## src/rtl/clk_speed_classifier_if.sv

```systemverilog
// Bus-clock speed classifier interface.
// The bus side (master) drives the synchronised bus-clock level and its
// rising-edge pulse. The classifier (slave) returns the confirmed speed class,
// the status flags and the last accepted period sample.
interface clk_speed_classifier_if #(
  parameter int PERIOD_MAX = 64
) ();
  localparam int W = $clog2(PERIOD_MAX + 1);

  logic         CLK_BUS;
  logic         CLK_BUS_EN;
  logic [1:0]   SPEED;
  logic         VALID;
  logic         FAST;
  logic         CHANGE;
  logic [W-1:0] PERIOD;

  modport master (
    output CLK_BUS, CLK_BUS_EN,
    input  SPEED, VALID, FAST, CHANGE, PERIOD
  );

  modport slave (
    input  CLK_BUS, CLK_BUS_EN,
    output SPEED, VALID, FAST, CHANGE, PERIOD
  );
endinterface

```

## src/rtl/clk_speed_classifier.sv

```systemverilog
// Cartridge-slot bus clock speed classifier.
// Measures the bus-clock period in CLK cycles and sorts it into four classes:
// stopped (0), normal 3.58 MHz (1), 1.5x (2) and 2x (3). A class has to be
// seen CONFIRM times in a row before SPEED moves to it. A missing bus clock
// (counter saturating at PERIOD_MAX) drops SPEED to 0 at once.
// Optional build macro CLK_SPEED_GLITCH_FILTER_EN: discards edges whose
// period is below GLITCH_TH, and edges seen while CLK_BUS is low.
module clk_speed_classifier #(
  parameter int PERIOD_MAX = 64,
  parameter int TH_MID     = 25,
  parameter int TH_FAST    = 17,
  parameter int CONFIRM    = 2,
  parameter int GLITCH_TH  = 6
) (
  input  logic                  CLK,
  input  logic                  RESET_n,
  clk_speed_classifier_if.slave bus
);

  localparam int W  = $clog2(PERIOD_MAX + 1);
  localparam int AW = $clog2(CONFIRM + 1);

  localparam logic [W-1:0]  C_MAX     = W'(PERIOD_MAX);
  localparam logic [W-1:0]  C_MID     = W'(TH_MID);
  localparam logic [W-1:0]  C_FAST    = W'(TH_FAST);
  localparam logic [AW-1:0] C_CONFIRM = AW'(CONFIRM);

  typedef enum logic {
    ST_IDLE,
    ST_ARMED
  } state_t;

  typedef enum logic [1:0] {
    SPD_STOPPED = 2'd0,
    SPD_NORMAL  = 2'd1,
    SPD_MID     = 2'd2,
    SPD_FAST    = 2'd3
  } speed_t;

  // Maps a period sample to its speed class.
  function automatic speed_t classify(input logic [W-1:0] p);
    if (p >= C_MAX)       return SPD_STOPPED;
    else if (p >= C_MID)  return SPD_NORMAL;
    else if (p >= C_FAST) return SPD_MID;
    else                  return SPD_FAST;
  endfunction

  state_t        r_state;
  state_t        w_state_next;
  logic [W-1:0]  r_cnt;
  logic [W-1:0]  w_cnt_next;
  logic [AW-1:0] r_agree;
  logic [AW-1:0] w_agree_next;
  speed_t        r_last;
  speed_t        w_last_next;
  speed_t        r_speed;
  speed_t        w_speed_next;
  logic          r_valid;
  logic          w_valid_next;
  logic          r_fast;
  logic          r_change;
  logic          w_change_next;
  logic [W-1:0]  r_period;
  logic [W-1:0]  w_period_next;

  logic          w_armed;
  logic          w_en;
  logic          w_sample;
  logic          w_stop;
  speed_t        w_cand;

  assign w_armed = (r_state == ST_ARMED);

`ifdef CLK_SPEED_GLITCH_FILTER_EN
  // An edge counts only with the bus clock high and, once armed, only when
  // the gap since the last accepted edge is long enough to be real.
  assign w_en = bus.CLK_BUS_EN && bus.CLK_BUS && !(w_armed && (r_cnt < W'(GLITCH_TH)));
`else
  // Every edge counts; the level and the glitch threshold are not used here.
  logic w_unused_ok;
  assign w_unused_ok = bus.CLK_BUS ^ GLITCH_TH[0];
  assign w_en        = bus.CLK_BUS_EN;
`endif

  // An accepted edge while armed yields a sample; an accepted edge wins over
  // saturation, so stop detection only fires when no edge arrives.
  assign w_sample = w_en && w_armed;
  assign w_stop   = !w_en && w_armed && (r_cnt == C_MAX);
  assign w_cand   = classify(r_cnt);

  // Arming FSM state register.
  always_ff @(posedge CLK or negedge RESET_n) begin
    // NOTE: sequential state uses non-blocking assignments so every register
    // samples pre-edge values regardless of block ordering.
    if (!RESET_n) r_state <= ST_IDLE;
    else          r_state <= w_state_next;
  end

  // Arming FSM next state: any accepted edge arms, a stop event disarms.
  always_comb begin
    // NOTE: every combinational output gets a default first, so no path can
    // leave it unassigned and infer a latch.
    w_state_next = r_state;
    if (w_en)        w_state_next = ST_ARMED;
    else if (w_stop) w_state_next = ST_IDLE;
  end

  // Period counter: restart at 1 on an accepted edge, otherwise count up and hold at PERIOD_MAX.
  always_comb begin
    w_cnt_next = r_cnt;
    if (w_en)               w_cnt_next = W'(1);
    else if (r_cnt != C_MAX) w_cnt_next = r_cnt + W'(1);
  end

  // Confirmation, speed update and stop handling.
  always_comb begin
    w_agree_next  = r_agree;
    w_last_next   = r_last;
    w_speed_next  = r_speed;
    w_valid_next  = r_valid;
    w_change_next = 1'b0;
    w_period_next = r_period;
    if (w_sample) begin
      w_period_next = r_cnt;
      if (w_cand == r_last) begin
        if (r_agree != C_CONFIRM) w_agree_next = r_agree + AW'(1);
      end else begin
        w_agree_next = AW'(1);
        w_last_next  = w_cand;
      end
      if (w_agree_next == C_CONFIRM) begin
        w_valid_next = 1'b1;
        if (w_cand != r_speed) begin
          w_speed_next  = w_cand;
          w_change_next = 1'b1;
        end
      end
    end else if (w_stop) begin
      w_speed_next  = SPD_STOPPED;
      w_valid_next  = 1'b0;
      w_agree_next  = '0;
      w_change_next = (r_speed != SPD_STOPPED);
    end
  end

  // Datapath and output registers; FAST follows the next SPEED on the same edge.
  always_ff @(posedge CLK or negedge RESET_n) begin
    if (!RESET_n) begin
      r_cnt    <= '0;
      r_agree  <= '0;
      r_last   <= SPD_STOPPED;
      r_speed  <= SPD_STOPPED;
      r_valid  <= 1'b0;
      r_fast   <= 1'b0;
      r_change <= 1'b0;
      r_period <= '0;
    end else begin
      r_cnt    <= w_cnt_next;
      r_agree  <= w_agree_next;
      r_last   <= w_last_next;
      r_speed  <= w_speed_next;
      r_valid  <= w_valid_next;
      r_fast   <= (w_speed_next >= SPD_MID);
      r_change <= w_change_next;
      r_period <= w_period_next;
    end
  end

  assign bus.SPEED  = r_speed;
  assign bus.VALID  = r_valid;
  assign bus.FAST   = r_fast;
  assign bus.CHANGE = r_change;
  assign bus.PERIOD = r_period;

endmodule
```

## src/flat_wrapper.sv

```systemverilog
// flat-port wrapper written by rule: the top's interface ports become plain ports
module clk_speed_classifier_flat 
#(
  parameter int PERIOD_MAX = 64,
  parameter int TH_MID     = 25,
  parameter int TH_FAST    = 17,
  parameter int CONFIRM    = 2,
  parameter int GLITCH_TH  = 6
)
  (CLK, RESET_n, bus_CLK_BUS, bus_CLK_BUS_EN, bus_SPEED, bus_VALID, bus_FAST, bus_CHANGE, bus_PERIOD);
  clk_speed_classifier_if #(.PERIOD_MAX(PERIOD_MAX)) bus_i ();
  input  logic CLK;
  input  logic RESET_n;
  input wire logic [$bits(bus_i.CLK_BUS)-1:0] bus_CLK_BUS;
  input wire logic [$bits(bus_i.CLK_BUS_EN)-1:0] bus_CLK_BUS_EN;
  output wire logic [$bits(bus_i.SPEED)-1:0] bus_SPEED;
  output wire logic [$bits(bus_i.VALID)-1:0] bus_VALID;
  output wire logic [$bits(bus_i.FAST)-1:0] bus_FAST;
  output wire logic [$bits(bus_i.CHANGE)-1:0] bus_CHANGE;
  output wire logic [$bits(bus_i.PERIOD)-1:0] bus_PERIOD;
  assign bus_i.CLK_BUS = bus_CLK_BUS;
  assign bus_i.CLK_BUS_EN = bus_CLK_BUS_EN;
  assign bus_SPEED = bus_i.SPEED;
  assign bus_VALID = bus_i.VALID;
  assign bus_FAST = bus_i.FAST;
  assign bus_CHANGE = bus_i.CHANGE;
  assign bus_PERIOD = bus_i.PERIOD;
  clk_speed_classifier #(.PERIOD_MAX(PERIOD_MAX), .TH_MID(TH_MID), .TH_FAST(TH_FAST), .CONFIRM(CONFIRM), .GLITCH_TH(GLITCH_TH)) u_core (.CLK(CLK), .RESET_n(RESET_n), .bus(bus_i));
endmodule
```

## config.mk

```make
export PLATFORM = sky130hd
export DESIGN_NAME = clk_speed_classifier_flat
export DESIGN_NICKNAME = d
export VERILOG_FILES = /design/src/rtl/clk_speed_classifier_if.sv /design/src/rtl/clk_speed_classifier.sv /design/src/flat_wrapper.sv
export SDC_FILE = /design/constraint.sdc
export NUM_CORES = 1
export LEC_CHECK = 0
export BUFFER_PORTS_ARGS = -buffer_cell sky130_fd_sc_hd__buf_2
export CAP_MARGIN = 20
export CELL_PAD_IN_SITES_DETAIL_PLACEMENT = 0
export CELL_PAD_IN_SITES_GLOBAL_PLACEMENT = 1
export CORE_MARGIN = 3
export CORE_UTILIZATION = 39
export DETAILED_ROUTE_END_ITERATION = 7
export GPL_ROUTABILITY_DRIVEN = 0
export HOLD_SLACK_MARGIN = 0.03
export PLACE_DENSITY = 0.73
export SETUP_SLACK_MARGIN = 0.02
export SKIP_CTS_REPAIR_TIMING = 1
export SLEW_MARGIN = 0
export SYNTH_ARGS = -nofsm -noshare
export SYNTH_HDL_FRONTEND = slang
export SYNTH_SLANG_ARGS = --single-unit
```

## constraint.sdc

```tcl
create_clock -name CLK -period 2.2 [get_ports CLK]
set_clock_uncertainty 0.1 [all_clocks]
set_input_delay 0.44 -clock CLK [delete_from_list [all_inputs] [get_ports CLK]]
set_output_delay 0.44 -clock CLK [all_outputs]
set_load 0.01 [all_outputs]
```

==> qor.txt, run 1 <==
Internal power - 0.646 mW
Pwr/cell area - 587 nW/µm²
Post-DP HPWL - 1840 µm
Final min period - 2.18 ns
Worst reg2reg startpoint - u_core.r_cnt[0]$_DFFE_PN0P_
Synth Instances - 126
Arrival time at the worst endpoint - 2.32 ns
Chip Width - 62.4 µm
Cts bufs inserted - 3
Vias in the first global route - 897
Seq/Total Area, Yosys - 48.4%
Sw frac - 26.6%
Predominant post-synthesis flop cell - dfrtp_1
Fin area - 1500 µm²
Wire per inst - 13.0 µm
Outcome - finished, final reports clean
Post-synth EDFFs - 0
Setup tns final - 0 ns
Global-route wire length before repair - 4250 µm
NetSw - 0.234 mW
Area of the die - 3900 µm²
Clock share of power - 25.9%
N_diodes - 0
Critical path class - reg -> reg
Largest net degree at the start of global routing - 25
Total Routing Usage GR - 13.4%
Logic gate share of total power - 18.5%
Post-synth cell types - 41
Crit share post-route - 99.0%
#FFs+latches synth - 24
Input/output buffers - 14
Mapped Nets - 134
Detailed-route DRC error count - 0
Leak pwr - 0.693 nW
Post-Syn Area - 1240 µm²
Final WL - 2490 µm
Vias/cell - 5.21
Async set-reset flop share out of synthesis - 100%
Placed Area - 1430 µm²
Htree depth - 1
Initial Util - 42.8%
Seq pwr share - 55.6%
Maximum root-to-sink buffer count - 2
Clk slew on worst S/H paths - 0.13 ns
Hold Vio Cnt, Final - 0
Core area - 2900 µm²
Worst Hold Class - in -> reg
Setup-failing EPs final - 0
RSZ-0062 raised after global routing - yes
Share of cells above drive strength 1 - 29.5%
DP Worst Slack - -0.0913 ns
Slew Limit Fails - 0
Final ANT Viol Nets - 0
Worst-Skew Late Latency - 0.31 ns
DRT Pass-1 Iters - 4
Setup crit end - u_core.bus.CHANGE$_DFF_PN0_
Max cap viols - 0
Synthesis Warnings - 0
Pin slew with the least headroom to its limit - 0.561 ns
# rows - 19
Die Y - 62.4 µm
Critical path startpoint category - flip-flop
Worst setup margin - 0.0224 ns
Nets - 158
I/O pin count - 16
Worst Path Max Fanout - 5
Syn_area_per_cell - 9.85 µm²
Cell Count, Final, Fillers Out - 191
Inst Count DP - 186
Crit. Startpoint - u_core.r_cnt[0]$_DFFE_PN0P_
Area grow syn2layout - 20.9%
Via count - 995
Worst VDD drop - 0.437 mV
FF-to-FF path depth - 6
Initial antenna violation count - 0
R2R Setup Slk - 0.02 ns
Max Fclk - 0.459 GHz
Relative slew slack - 62.5%
GRT overflow - 0
CTS tree - built
CTS root buf - clkbuf_4
Reg2reg end - u_core.bus.CHANGE$_DFF_PN0_
Worst Setup End Kind - flip-flop
Pwr Total - 0.880 mW
1st-iter DRT viols - 43
Clk sinks - 24
Critical Path RT - 2.34 ns
## placed cells by master (no fill, tap or decap), types with 2 or more instances in the layout
| cell type | synthesis | final |
|---|---|---|
| buf_2 | 3 | 14 |
| or3_1 | 3 | 3 |
| clkbuf_4 | 0 | 3 |
| nor3_1 | 3 | 3 |
| o21ai_0 | 10 | 10 |
| dfrtp_1 | 24 | 24 |
| xnor2_1 | 3 | 2 |
| o2bb2ai_1 | 2 | 2 |
| mux2i_1 | 2 | 2 |
| nor4_1 | 3 | 2 |
| buf_4 | 0 | 12 |
| a21oi_1 | 4 | 4 |
| ha_1 | 4 | 3 |
| nor2_1 | 7 | 7 |
| mux2_2 | 3 | 3 |
| inv_1 | 8 | 7 |
| xor2_1 | 2 | 2 |
| nand2_1 | 12 | 12 |
| nand3_1 | 6 | 6 |
## final cells by class
type | instances | area (µm²)
Multi-Input combinational cell | 86 | 611
Tap cell | 42 | 52.6
Clock buffer | 4 | 36.3
Timing Repair Buffer | 27 | 170
Inverter | 8 | 30.0
Sequential cell | 24 | 601
Fill cell | 284 | 1400
## power by group through the flow
stage | registers, mW | clock network, mW | logic (mW)
finish | 0.490 | 0.228 | 0.163
global placement | 0.495 | 0 | 0.152
global route | 0.496 | 0.256 | 0.184
CTS | 0.488 | 0.237 | 0.157
floorplan | 0.500 | 0 | 0.0944
detailed placement | 0.497 | 0 | 0.156
## cells in the mapped netlist, types with 2 or more instances
cell	number	area share (%)
o21ai_0	10	4.0
or3_1	3	1.5
nand3_1	6	2.4
inv_1	8	2.4
buf_2	3	1.2
o2bb2ai_1	2	1.4
mux2_2	3	2.7
xor2_1	2	1.4
clkbuf_1	4	1.2
nor3_1	3	1.2
a21oi_1	4	1.6
dfrtp_1	24	48
xnor2_1	3	2.1
nand2_1	12	3.6
mux2i_1	2	1.6
ha_1	4	4.0
nor2_1	7	2.1
nor4_1	3	1.5
## layer usage
metal	vias up	track usage [%]	part of all wire, %
met2	22	22.5	48
met4	0	2.48	0.64
li1	489	-	-
met5	-	0	0
met1	482	17.3	47
met3	2	3.96	4.5
## registers in the layout, indices dropped and copies added (netlist names)
register	flops
u_core.bus.CHANGE	1
u_core.r_last	2
u_core.r_state	1
u_core.bus.SPEED	2
u_core.bus.VALID	1
u_core.bus.FAST	1
u_core.r_agree	2
u_core.bus.PERIOD	7
u_core.r_cnt	7
## through the flow
stage / hold WS (ns) / utilization, %
2_1_floorplan: 0.0444 / -
3_3_place_gp: 0.349 / 49.2
3_5_place_dp: 0.357 / 49.2
4_1_cts: 0.00158 / 50.4
5_1_grt: 0.347 / 51.7
6_report: 0.343 / 51.7
## worst max-delay path, cell delays in order, from the launching register on
cell      delay (ns)
dfrtp_1         0.44
ha_4            0.18
or4_4           0.56
mux2i_1         0.19
o221ai_1        0.15
a311o_1         0.35
o22ai_2         0.14
## kinds of logic (layout without fill, tap and decap cells)
logic type / after synthesis / count (layout) / synth area share [%]
mux: 5 / 5 / 4.33
simple gates: 44 / 44 / 18.8
compound gates: 28 / 28 / 15.2
fa+ha+maj: 4 / 4 / 4.03
buf+inv: 16 / 39 / 5.75
xor+xnor: 5 / 5 / 3.53
flops: 24 / 24 / 48.4
## how the worst min path moves through the flow
| stage | start | end | slack, ns | cells after the start |
|---|---|---|---|---|
| finish | bus_CLK_BUS_EN | u_core.r_cnt[6]$_DFFE_PN0P_ | 0.34 | 2 |
| global route | bus_CLK_BUS_EN | u_core.r_cnt[2]$_DFFE_PN0P_ | 0.35 | 2 |
| CTS | RESET_n | u_core.r_cnt[0]$_DFFE_PN0P_ | 0.002 | 1 |
| detailed placement | RESET_n | u_core.r_last[0]$_DFFE_PN0P_ | 0.36 | 1 |
| global placement | RESET_n | u_core.bus.PERIOD[5]$_DFFE_PN0P_ | 0.35 | 1 |
| floorplan | RESET_n | u_core.bus.CHANGE$_DFF_PN0_ | 0.04 | 0 |
(Power assumes the default switching activity.)
==> run 2: changes to the inputs <==
Settings changed: CORE_MARGIN 3 to 2.
==> qor.txt, run 2 (synthesis gave the netlist of run 1 again) <==
Maximum root-to-sink buffer count - 2
Worst Path Max Fanout - 5
Post-DP HPWL - 1830 µm
Detailed-route DRC error count - 0
CTS tree - built
Initial antenna violation count - 0
Final min period - 2.15 ns
Total Routing Usage GR - 16.1%
Most common cell after layout, fill and taps aside - dfrtp_1
Met3 GRT Util - 1.92%
Die Y - 60.4 µm
Setup-failing EPs final - 0
RSZ-0062 raised after global routing - yes
Grt met2 use - 28.1%
CTS root buf - clkbuf_4
Worst VDD drop - 0.264 mV
Pwr/cell area - 593 nW/µm²
Vias/cell - 5.15
Pin slew with the least headroom to its limit - 0.550 ns
Leak pwr - 0.692 nW
1st-iter DRT viols - 28
Relative slew slack - 63.3%
Worst setup margin - 0.0549 ns
N_diodes - 0
GRT overflow - 0
Core area - 3030 µm²
Outcome - finished, final reports clean
Hold Vio Cnt, Final - 0
Slew Limit Fails - 0
I/O pin count - 16
Nets - 158
Cell Count, Final, Fillers Out - 193
DP Worst Slack - -0.108 ns
Met1 usage - 20.0%
DRT Pass-1 Iters - 4
Htree depth - 1
Commonest non-fill, non-tap cells in the layout - 24 x dfrtp_1, 14 x buf_2, 12 x nand2_1, 12 x buf_4, 10 x o21ai_0
Worst Setup End Kind - flip-flop
Via count - 994
Initial Util - 41.0%
# rows - 20
Global-route wire length before repair - 4370 µm
Critical Path RT - 2.35 ns
Chip Width - 60.4 µm
Share of cells above drive strength 1 - 29.5%
Max Fclk - 0.466 GHz
Area grow syn2layout - 20.7%
Critical path startpoint category - flip-flop
Max cap viols - 0
Input/output buffers - 14
Final ANT Viol Nets - 0
Vias in the first global route - 981
Worst Hold Class - in -> reg
Arrival time at the worst endpoint - 2.29 ns
Cts bufs inserted - 3
Largest net degree at the start of global routing - 25
Gr busiest metal - met2
Final WL - 2590 µm
Clk slew on worst S/H paths - 0.13 ns
Crit share post-route - 97.5%
Inst Count DP - 188
Wire per inst - 13.4 µm
Critical path class - reg -> reg
Clk sinks - 24
Worst-Skew Late Latency - 0.31 ns
Area of the die - 3650 µm²
-- run 2: cell counts in the layout (fill, tap and decap cells not counted) --
No cell type changed its count.
-- run 2: cell type report --
| cell class | instances | area [µm²] |
|---|---|---|
| Timing Repair Buffer | 27 | 170 |
| Sequential cell | 24 | 601 |
| Fill cell | 310 | 1530 |
| Multi-Input combinational cell | 86 | 606 |
| Tap cell | 44 | 55.1 |
| Clock buffer | 4 | 36.3 |
| Inverter | 8 | 30.0 |
-- run 2: final timing paths --
| path | from | end | slack, ns | cells past startpoint |
|---|---|---|---|---|
| max in group asynchronous | RESET_n | u_core.r_agree[0]$_DFFE_PN0P_ | 1.13 | 2 |
| worst max-delay path | u_core.r_cnt[0]$_DFFE_PN0P_ | u_core.bus.CHANGE$_DFF_PN0_ | 0.05 | 6 |
| worst min register to register | u_core.bus.PERIOD[5]$_DFFE_PN0P_ | u_core.bus.PERIOD[5]$_DFFE_PN0P_ | 0.39 | 2 |
| worst min-delay path | bus_CLK_BUS_EN | u_core.r_cnt[2]$_DFFE_PN0P_ | 0.33 | 2 |
| worst max register to register | u_core.r_cnt[0]$_DFFE_PN0P_ | u_core.bus.CHANGE$_DFF_PN0_ | 0.05 | 6 |
| min in group asynchronous | RESET_n | u_core.bus.PERIOD[5]$_DFFE_PN0P_ | 0.52 | 2 |
-- run 2: per-layer routing --
layer / vias up / wire length [µm]
met5: - / 0
met1: 483 / 1160
met2: 20 / 1310
met4: 0 / 36
met3: 4 / 82
li1: 487 / -
-- run 2: power breakdown --
part	leakage, nW	internal, mW	total, mW	switching [mW]
logic	0.381	0.0770	0.164	0.0874
registers	0.289	0.468	0.489	0.0210
clock network	0.0210	0.101	0.235	0.134
-- run 2: per-stage QoR --
step / TNS, ns / cell area, µm² / power, mW / hold WS (ns) / util (%)
after detailed placement: -0.299 / 1430 / 0.655 / 0.361 / 47.2
final: 0 / 1500 / 0.889 / 0.333 / 49.5
after floorplan: 0 / 1250 / 0.594 / 0.0444 / -
after global placement: -0.0667 / 1430 / 0.647 / 0.350 / 47.2
after global routing: -0.154 / 1500 / 0.952 / 0.317 / 49.5
after CTS: -0.481 / 1470 / 0.893 / 0.000250 / 48.4
-- run 2: critical path, cell delays in order, from the launching register on --
cell and delay, ns:
dfrtp_1 0.41, ha_2 0.20, or4_4 0.56, a31oi_1 0.28, nor4_1 0.08, a311o_1 0.30, o22ai_2 0.14
